### src/rtl/fifo_arb_pkg.sv
// Shared constants for the FIFO write arbiter: lock FSM encoding and an index-width helper.
package fifo_arb_pkg;

  typedef enum logic {
    ARB_IDLE   = 1'b0,
    ARB_LOCKED = 1'b1
  } arb_state_e;

  function automatic int clog2(input int n);
    int w;
    w = 0;
    while ((1 << w) < n) w++;
    return (w < 1) ? 1 : w;
  endfunction

endpackage

### src/rtl/rr_pick.sv
// Combinational round-robin pick: first set bit of req at or above ptr, wrapping modulo N.
module rr_pick #(
  parameter int N  = 4,
  parameter int IW = 2
) (
  input  logic [N-1:0]  req,
  input  logic [IW-1:0] ptr,
  output logic [N-1:0]  gnt,
  output logic [IW-1:0] idx,
  output logic          any
);

  // NOTE: every output gets a default before the search so no latch is inferred.
  always_comb begin
    int k;
    gnt = '0;
    idx = '0;
    any = 1'b0;
    k   = 0;
    for (int i = 0; i < N; i++) begin
      k = int'(ptr) + i;
      if (k >= N) k = k - N;
      if (!any && req[k]) begin
        any    = 1'b1;
        idx    = k[IW-1:0];
        gnt[k] = 1'b1;
      end
    end
  end

endmodule

### src/rtl/fifo_wr_arbiter.sv
// Round-robin arbiter sharing one FIFO write port among N_REQ producers, with burst lock
// and a registered write stage throttled by the FIFO's full/almost_full flags.
module fifo_wr_arbiter
  import fifo_arb_pkg::*;
#(
  parameter int N_REQ      = 4,
  parameter int DATA_WIDTH = 8,
  parameter int IDX_WIDTH  = clog2(N_REQ)
) (
  input  logic                        clk,
  input  logic                        rst_n,
  input  logic [N_REQ-1:0]            req_i,
  input  logic [N_REQ*DATA_WIDTH-1:0] data_i,
  input  logic [N_REQ-1:0]            last_i,
  output logic [N_REQ-1:0]            gnt_o,
  input  logic                        fifo_full_i,
  input  logic                        fifo_almost_full_i,
  output logic                        fifo_wr_en_o,
  output logic [DATA_WIDTH-1:0]       fifo_data_o,
  output logic                        lock_o,
  output logic [IDX_WIDTH-1:0]        lock_idx_o
);

  arb_state_e           state;
  logic [IDX_WIDTH-1:0] prio_ptr;
  logic [IDX_WIDTH-1:0] lock_idx;
  logic [N_REQ-1:0]     lock_mask;
  logic [N_REQ-1:0]     cand_req;
  logic [N_REQ-1:0]     pick_gnt;
  logic [IDX_WIDTH-1:0] pick_idx;
  logic                 pick_any;
  logic                 space_ok;
  logic                 xfer;
  logic                 last_sel;
  logic [DATA_WIDTH-1:0] data_sel;

  // The registered write from the previous cycle is not yet in the FIFO's count,
  // so almost_full plus a pending write already means no room.
  assign space_ok = !fifo_full_i && !(fifo_almost_full_i && fifo_wr_en_o);

  always_comb begin
    lock_mask           = '0;
    lock_mask[lock_idx] = 1'b1;
  end

  assign cand_req = (state == ARB_LOCKED) ? (req_i & lock_mask) : req_i;

  rr_pick #(
    .N  (N_REQ),
    .IW (IDX_WIDTH)
  ) u_pick (
    .req (cand_req),
    .ptr (prio_ptr),
    .gnt (pick_gnt),
    .idx (pick_idx),
    .any (pick_any)
  );

  assign xfer     = pick_any && space_ok && rst_n;
  assign gnt_o    = xfer ? pick_gnt : '0;
  assign last_sel = last_i[pick_idx];
  assign data_sel = data_i[int'(pick_idx)*DATA_WIDTH +: DATA_WIDTH];

  // NOTE: sequential state uses non-blocking assignments so every register samples
  // pre-edge values regardless of statement order.
  always_ff @(posedge clk or negedge rst_n) begin
    if (!rst_n) begin
      state        <= ARB_IDLE;
      prio_ptr     <= '0;
      lock_idx     <= '0;
      fifo_wr_en_o <= 1'b0;
      fifo_data_o  <= '0;
    end else begin
      fifo_wr_en_o <= xfer;
      if (xfer) begin
        fifo_data_o <= data_sel;
        if (last_sel) begin
          state    <= ARB_IDLE;
          prio_ptr <= (pick_idx == IDX_WIDTH'(N_REQ - 1)) ? '0 : pick_idx + 1'b1;
        end else begin
          state    <= ARB_LOCKED;
          lock_idx <= pick_idx;
        end
      end
    end
  end

  assign lock_o     = (state == ARB_LOCKED);
  assign lock_idx_o = lock_idx;

endmodule

### config.mk
export PLATFORM = sky130hd
export DESIGN_NAME = fifo_wr_arbiter
export DESIGN_NICKNAME = d
export VERILOG_FILES = /design/src/rtl/fifo_arb_pkg.sv /design/src/rtl/rr_pick.sv /design/src/rtl/fifo_wr_arbiter.sv
export SDC_FILE = /design/constraint.sdc
export NUM_CORES = 1
export LEC_CHECK = 0
export BUFFER_PORTS_ARGS = -buffer_cell sky130_fd_sc_hd__buf_2
export CORE_MARGIN = 2
export CORE_UTILIZATION = 47
export DETAILED_ROUTE_END_ITERATION = 12
export PLACE_DENSITY_LB_ADDON = 0.05
export SLEW_MARGIN = 20
export SYNTH_ARGS = -nofsm -noshare
export SYNTH_HDL_FRONTEND = slang
export SYNTH_HIERARCHICAL = 1
export SYNTH_SLANG_ARGS = --single-unit
export TNS_END_PERCENT = 10
### constraint.sdc
create_clock -name clk -period 4 [get_ports clk]
set_input_delay 0.8 -clock clk [delete_from_list [all_inputs] [get_ports clk]]
set_output_delay 0.8 -clock clk [all_outputs]
set_load 0.01 [all_outputs]
==> results of run 1 <==
## sequential cells by signal (all words and copies together) (netlist names)
signal,flops
lock_idx_o,2
fifo_data_o,8
fifo_wr_en_o,1
prio_ptr,2
lock_o,1
## layer usage
metal | share of wire (%) | wire length (um) | vias to the layer above
li1 | - | - | 565
met3 | 6.6 | 196 | 7
met2 | 51 | 1518 | 57
met1 | 40 | 1191 | 553
met4 | 2.1 | 63 | 0
met5 | 0 | 0 | -
## synth_stat cells (2+ instances only)
| library cell | number | area [um^2] |
|---|---|---|
| and2_1 | 5 | 31.28 |
| mux2i_1 | 3 | 30.03 |
| buf_6 | 4 | 45.04 |
| o21ai_0 | 8 | 40.04 |
| nand2b_1 | 4 | 25.02 |
| a22oi_1 | 9 | 67.56 |
| a21boi_0 | 3 | 22.52 |
| mux2_4 | 2 | 30.03 |
| ha_1 | 9 | 112.6 |
| a21oi_1 | 2 | 10.01 |
| inv_1 | 4 | 15.01 |
| nor2_1 | 3 | 11.26 |
| dfrtp_1 | 14 | 350.3 |
| nand2_1 | 5 | 18.77 |
| mux4_2 | 8 | 180.2 |
| mux4_1 | 4 | 105.1 |
| mux2_2 | 10 | 112.6 |
## cells in the final DEF, fill, tap and decap left out
cell type	instances
o311ai_0	1
a22oi_1	9
mux4_1	4
mux4_2	8
o21ai_0	8
dfrtp_1	14
nor3_1	1
nand2b_1	4
o31ai_2	1
a21oi_1	2
clkbuf_4	3
nand3_1	1
nand2_1	5
a21boi_0	3
and2b_2	1
and2_1	5
clkbuf_8	1
nand4b_1	1
mux2_2	10
mux2_4	2
inv_1	4
o21a_1	1
o2bb2ai_1	1
a32o_1	1
mux2i_1	3
buf_2	59
clkinv_1	1
o211ai_1	1
ha_1	9
buf_4	6
nor4_1	1
nor2_1	3
nor4b_4	1
## through the flow
stage          power [W]  instances  util [%]
6_report        0.001548        206     62.51
5_1_grt         0.001692        206     62.51
4_1_cts         0.001563        206     62.51
3_5_place_dp    0.001452        202     61.17
3_3_place_gp    0.001413        202     61.17
2_1_floorplan   0.001201        112         -
## logic make-up (layout without fill, tap and decap cells)
logic type,count (synthesis),count (layout)
compound gates,28,28
mux,27,27
simple gates,23,23
flops,14,14
buf+inv,11,74
fa+ha+maj,9,9
## final timing paths
path                                start              to  slack (ns)  depth (start not counted)
setup / recovery                 req_i[2]        gnt_o[2]        0.39                          9
hold / removal                      rst_n  fifo_data_o[5]        0.40                          1
hold reg to reg            fifo_data_o[7]  fifo_data_o[7]        0.51                          1
min in group clk           fifo_data_o[7]  fifo_data_o[7]        0.51                          1
max in group asynchronous           rst_n    fifo_wr_en_o        3.35                          1
setup reg to reg            lock_idx_o[0]   lock_idx_o[1]        0.47                         10
## where the power goes
part	leakage (nW)	internal, W	switching, W	total [W]
clock	0.0210	0.0000555	0.0000502	0.000106
combinational	0.624	0.000605	0.000583	0.00119
sequential	0.167	0.000213	0.0000422	0.000255
## area by class of cell
class	count	area, um^2
Inverter	5	18.77
Multi-Input combinational cell	87	909.6
Fill cell	226	1016
Timing Repair Buffer	65	340.3
Tap cell	31	38.79
Sequential cell	14	350.3
Clock buffer	4	36.28
==> flow_summary.toml, run 1 <==
[placement]
port_buffers = 59
dp_slack_ns = 0.2355
place_hpwl_mm = 2.419
place_area_mm2 = 0.001658
gp_congestion = 0.8314

[timing]
tightest_slew_ns = 0.5764
slew_headroom_pct = 61.23
setup_violations = 0
skew_ns = 0.006562
rsz0062_at_grt = "no"
whs_ns = 0.3957
setup_slack_ns = 0.3912
tns_ns = 0
finalHoldViolCount = 0
min_period_over_period_pct = 90.22
max_clock_freq_mhz = 277.1
finalCriticalPeriod_ns = 3.609
slew_viol_final = 0

[yosys]
syn_inst = 112
synth_compound_area_share_pct = 14.30
syn-num-nets = 165
synth-simple-area-share_pct = 10.82
synth_top_family_by_area = "multiplexers"
post_synth_fa_ha_maj_area_fraction_pct = 8.467
yosys.area_share.xor_xnor_pct = 0
synth_seq_cells = 14
synth_ff_type = "dfrtp_1"
async_flop_share_pct = 100.0
synth_edf_count = 0
synth_area_mm2 = 0.001330
seq_area_frac_synth_pct = 26.34
ys_warn_count = 6
muxShareOfSynthArea_pct = 34.43
synth.distinct_cells = 32
syn_area_per_cell_um2 = 11.88

[worst_setup_path]
max_stage_delay_ns = 0.70
path_common_cell = "buf_2"
cp_slowest_cell = "mux4_1"
path_cells = "buf_2 -> a21boi_0 -> mux4_1 -> nor3_1 -> nand2b_1 -> nand4b_1 -> clkinv_1 -> and2_1 -> buf_2"
start_kind = "input pin"
crit_family = "simple AND/OR/NAND/NOR gates"
critical_path.max_fanout = 6
endpoint_kind = "primary output"
criticalPathCategory = "input pin to primary output"
cp_num_buf_inv = 3
worstPathRequired_ns = 3.20
arrival_ns = 2.81

[routing]
routed_via_density = 5.738
drcViolationCount = 0
firstDrtPassIters = 7
vias = 1182
drtAntennaViolNets = 0
routed_wirelength_mm = 2.969
drt-initial-drc-count = 47
wl_per_cell_um = 14.41

[layout]
nets = 229
diodes = 0
final_area_mm2 = 0.001694
syn2layout_area_growth_pct = 27.37
drive_above_1_share_pct = 52.57

[global_routing]
met3_usage_pct = 2.494
busiest_layer = "met2"
grt_max_degree = 16
grt_use_met1_pct = 22.83
globalRouteOverflowTotal = 0
grt_first_pass_wirelength_mm = 5.092
antenna_found_initial = 0
use_met2_pct = 36.12
grt_usage_pct = 19.78
grt_pass1_vias = 1212

[clock_tree]
cts_hold_buf = 0
cts_root_buf = "clkbuf_4"
clk_latency_ns = 0.29
cts_setup_buffers = 0
clk_path_buf_depth = 2
post_cts_resized = 0
cts_max_level = 1
cts.clk_slew.worst_paths_ns = 0.09
cts_tree = "done"
numClockSinks = 14
cts_buffers = 3

[flow_run]
maxCapViolations = 0

[die]
die_width_um = 57.20
start_util_pct = 49.08
dieHeight_um = 57.20
num_rows = 19
ios = 60
dieArea_mm2 = 0.003271
fp.coreArea_mm2 = 0.002710

[pwr]
vdd_drop_max_mv = 0.6112
p_per_area_mw_per_mm2 = 913.8
leakage_nw = 0.8121

[status]
status = "finished clean"

[worst_hold_path]
hold_path_class = "input pin to asynchronous set/reset pin"
No activity file was read; power rests on OpenSTA's default activity.
==> run 2: changes to the inputs <==
==> constraint.sdc (replaced) <==
create_clock -name clk -period 4 [get_ports clk]
set_input_delay 0.8 -clock clk [delete_from_list [all_inputs] [get_ports clk]]
set_output_delay 0.8 -clock clk [all_outputs]
set_load 0.005 [all_outputs]
==> flow_summary.toml, run 2 (synthesis results as in run 1) <==
[status]
status = "finished clean"

[layout]
nets = 229
largest_register_ffs = 8
drive_above_1_share_pct = 52.57
syn2layout_area_growth_pct = 27.37
diodes = 0
final_cell_mix = "buf_2, dfrtp_1, mux2_2"
top_register = "fifo_data_o"
mostFrequentLayoutCell = "buf_2"
nFillCells = 222

[worst_setup_path]
worstPathRequired_ns = 3.20
path_cells = "buf_2 -> a21boi_0 -> mux4_2 -> nor3_1 -> nand2b_1 -> nand4b_1 -> clkinv_1 -> and2_1 -> buf_2"
reg2reg_depth = 11
path_common_cell = "buf_2"
max_stage_delay_ns = 0.66
criticalPathCategory = "input pin to primary output"
cp_slowest_cell = "mux4_2"
endpoint_kind = "primary output"
rr_endpoint = "lock_idx_o[1]"
reg2reg_from = "lock_idx_o[0]"
arrival_ns = 2.78
start_kind = "input pin"
crit_family = "simple AND/OR/NAND/NOR gates"
reg2reg_slack_ns = 0.64
critical_path.max_fanout = 10
cp_num_buf_inv = 3

[routing]
wl_per_cell_um = 14.67
drtAntennaViolNets = 0
vias = 1151
drcViolationCount = 0
firstDrtPassIters = 4
routed_wirelength_mm = 3.022
routed_via_density = 5.587
drt-initial-drc-count = 74

[pwr]
leakage_nw = 0.8121
p_per_area_mw_per_mm2 = 898.5
vdd_drop_max_mv = 0.6473

[global_routing]
globalRouteOverflowTotal = 0
grt_first_pass_wirelength_mm = 5.112
grt_max_degree = 16
grt_pass1_vias = 1141
grt_usage_pct = 19.76
antenna_found_initial = 0

[die]
ios = 60
dieHeight_um = 57.20
die_width_um = 57.20
start_util_pct = 49.08
num_rows = 19
dieArea_mm2 = 0.003271
fp.coreArea_mm2 = 0.002710

[timing]
whs_ns = 0.4079
skew_ns = 0.004291
slew_viol_final = 0
slew_headroom_pct = 62.90
rsz0062_at_grt = "no"
tns_ns = 0
finalCriticalPeriod_ns = 3.585
min_period_over_period_pct = 89.62
finalHoldViolCount = 0
tightest_slew_ns = 0.5516
setup_slack_ns = 0.4153
max_clock_freq_mhz = 279.0
setup_violations = 0

[placement]
place_hpwl_mm = 2.460
gp_congestion = 0.7948
port_buffers = 59
dp_slack_ns = 0.2319

[clock_tree]
post_cts_resized = 0
cts.clk_slew.worst_paths_ns = 0.09
cts_buffers = 3
clk_latency_ns = 0.28
cts_setup_buffers = 0
cts_hold_buf = 0
cts_root_buf = "clkbuf_4"
numClockSinks = 14
cts_max_level = 1
clk_path_buf_depth = 2
cts_tree = "done"

[flow_run]
maxCapViolations = 0

[worst_hold_path]
hold_path_class = "input pin to asynchronous set/reset pin"
[run 2: cell counts in the layout (fill, tap and decap cells not counted)]
Identical to the previous run, type by type.
[run 2: final cells by class]
class,count,area (um^2),share of cell area (%)
multi-input cells,87,909.6,53.69
inverters,5,18.77,1.108
clock buffers,4,36.28,2.142
flip-flops and latches,14,350.3,20.68
repair buffers,65,340.3,20.09
well taps,31,38.79,2.290
[run 2: worst max-delay path by stage]
stage / cells past startpoint / start / slack (ns) / end
2_1_floorplan: 8 / req_i[2] / 0.61 / gnt_o[0]
3_3_place_gp: 11 / req_i[2] / 0.32 / lock_idx_o[1]
3_5_place_dp: 11 / req_i[2] / 0.23 / lock_idx_o[1]
4_1_cts: 9 / req_i[2] / 0.43 / gnt_o[3]
5_1_grt: 9 / lock_idx_o[0] / 0.22 / gnt_o[3]
6_report: 9 / req_i[2] / 0.42 / gnt_o[3]
[run 2: report_power, final]
group	total [W]	internal, W	switching (W)
clock network	0.000104	0.0000554	0.0000487
logic	0.00116	0.000605	0.000555
registers	0.000258	0.000213	0.0000450
[run 2: worst register-to-register path: stages (launching register included)]
cell and delay, ns:
dfrtp_1 0.42, nand2b_1 0.12, a21boi_0 0.19, mux4_1 0.59, buf_4 0.20, nor4b_4 0.41
nor2_1 0.09, a32o_1 0.29, mux2i_1 0.29, nand2b_1 0.14, a21oi_1 0.18, mux2_2 0.34
[run 2: per-stage QoR]
stage	area, um^2	instances	power [W]	utilization (%)
global placement	1658	202	0.001385	61.17
global route	1694	206	0.001663	62.51
finish	1694	206	0.001522	62.51
CTS	1694	206	0.001537	62.51
detailed placement	1658	202	0.001434	61.17
floorplan	1330	112	0.001175	-
[run 2: layer usage]
| layer | up-vias | GRT usage [%] | wire [um] |
|---|---|---|---|
| met5 | - | 0 | 0 |
| li1 | 564 | - | - |
| met4 | 0 | 6.977 | 20 |
| met3 | 2 | 2.041 | 136 |
| met1 | 549 | 25.26 | 1266 |
| met2 | 36 | 34.81 | 1599 |
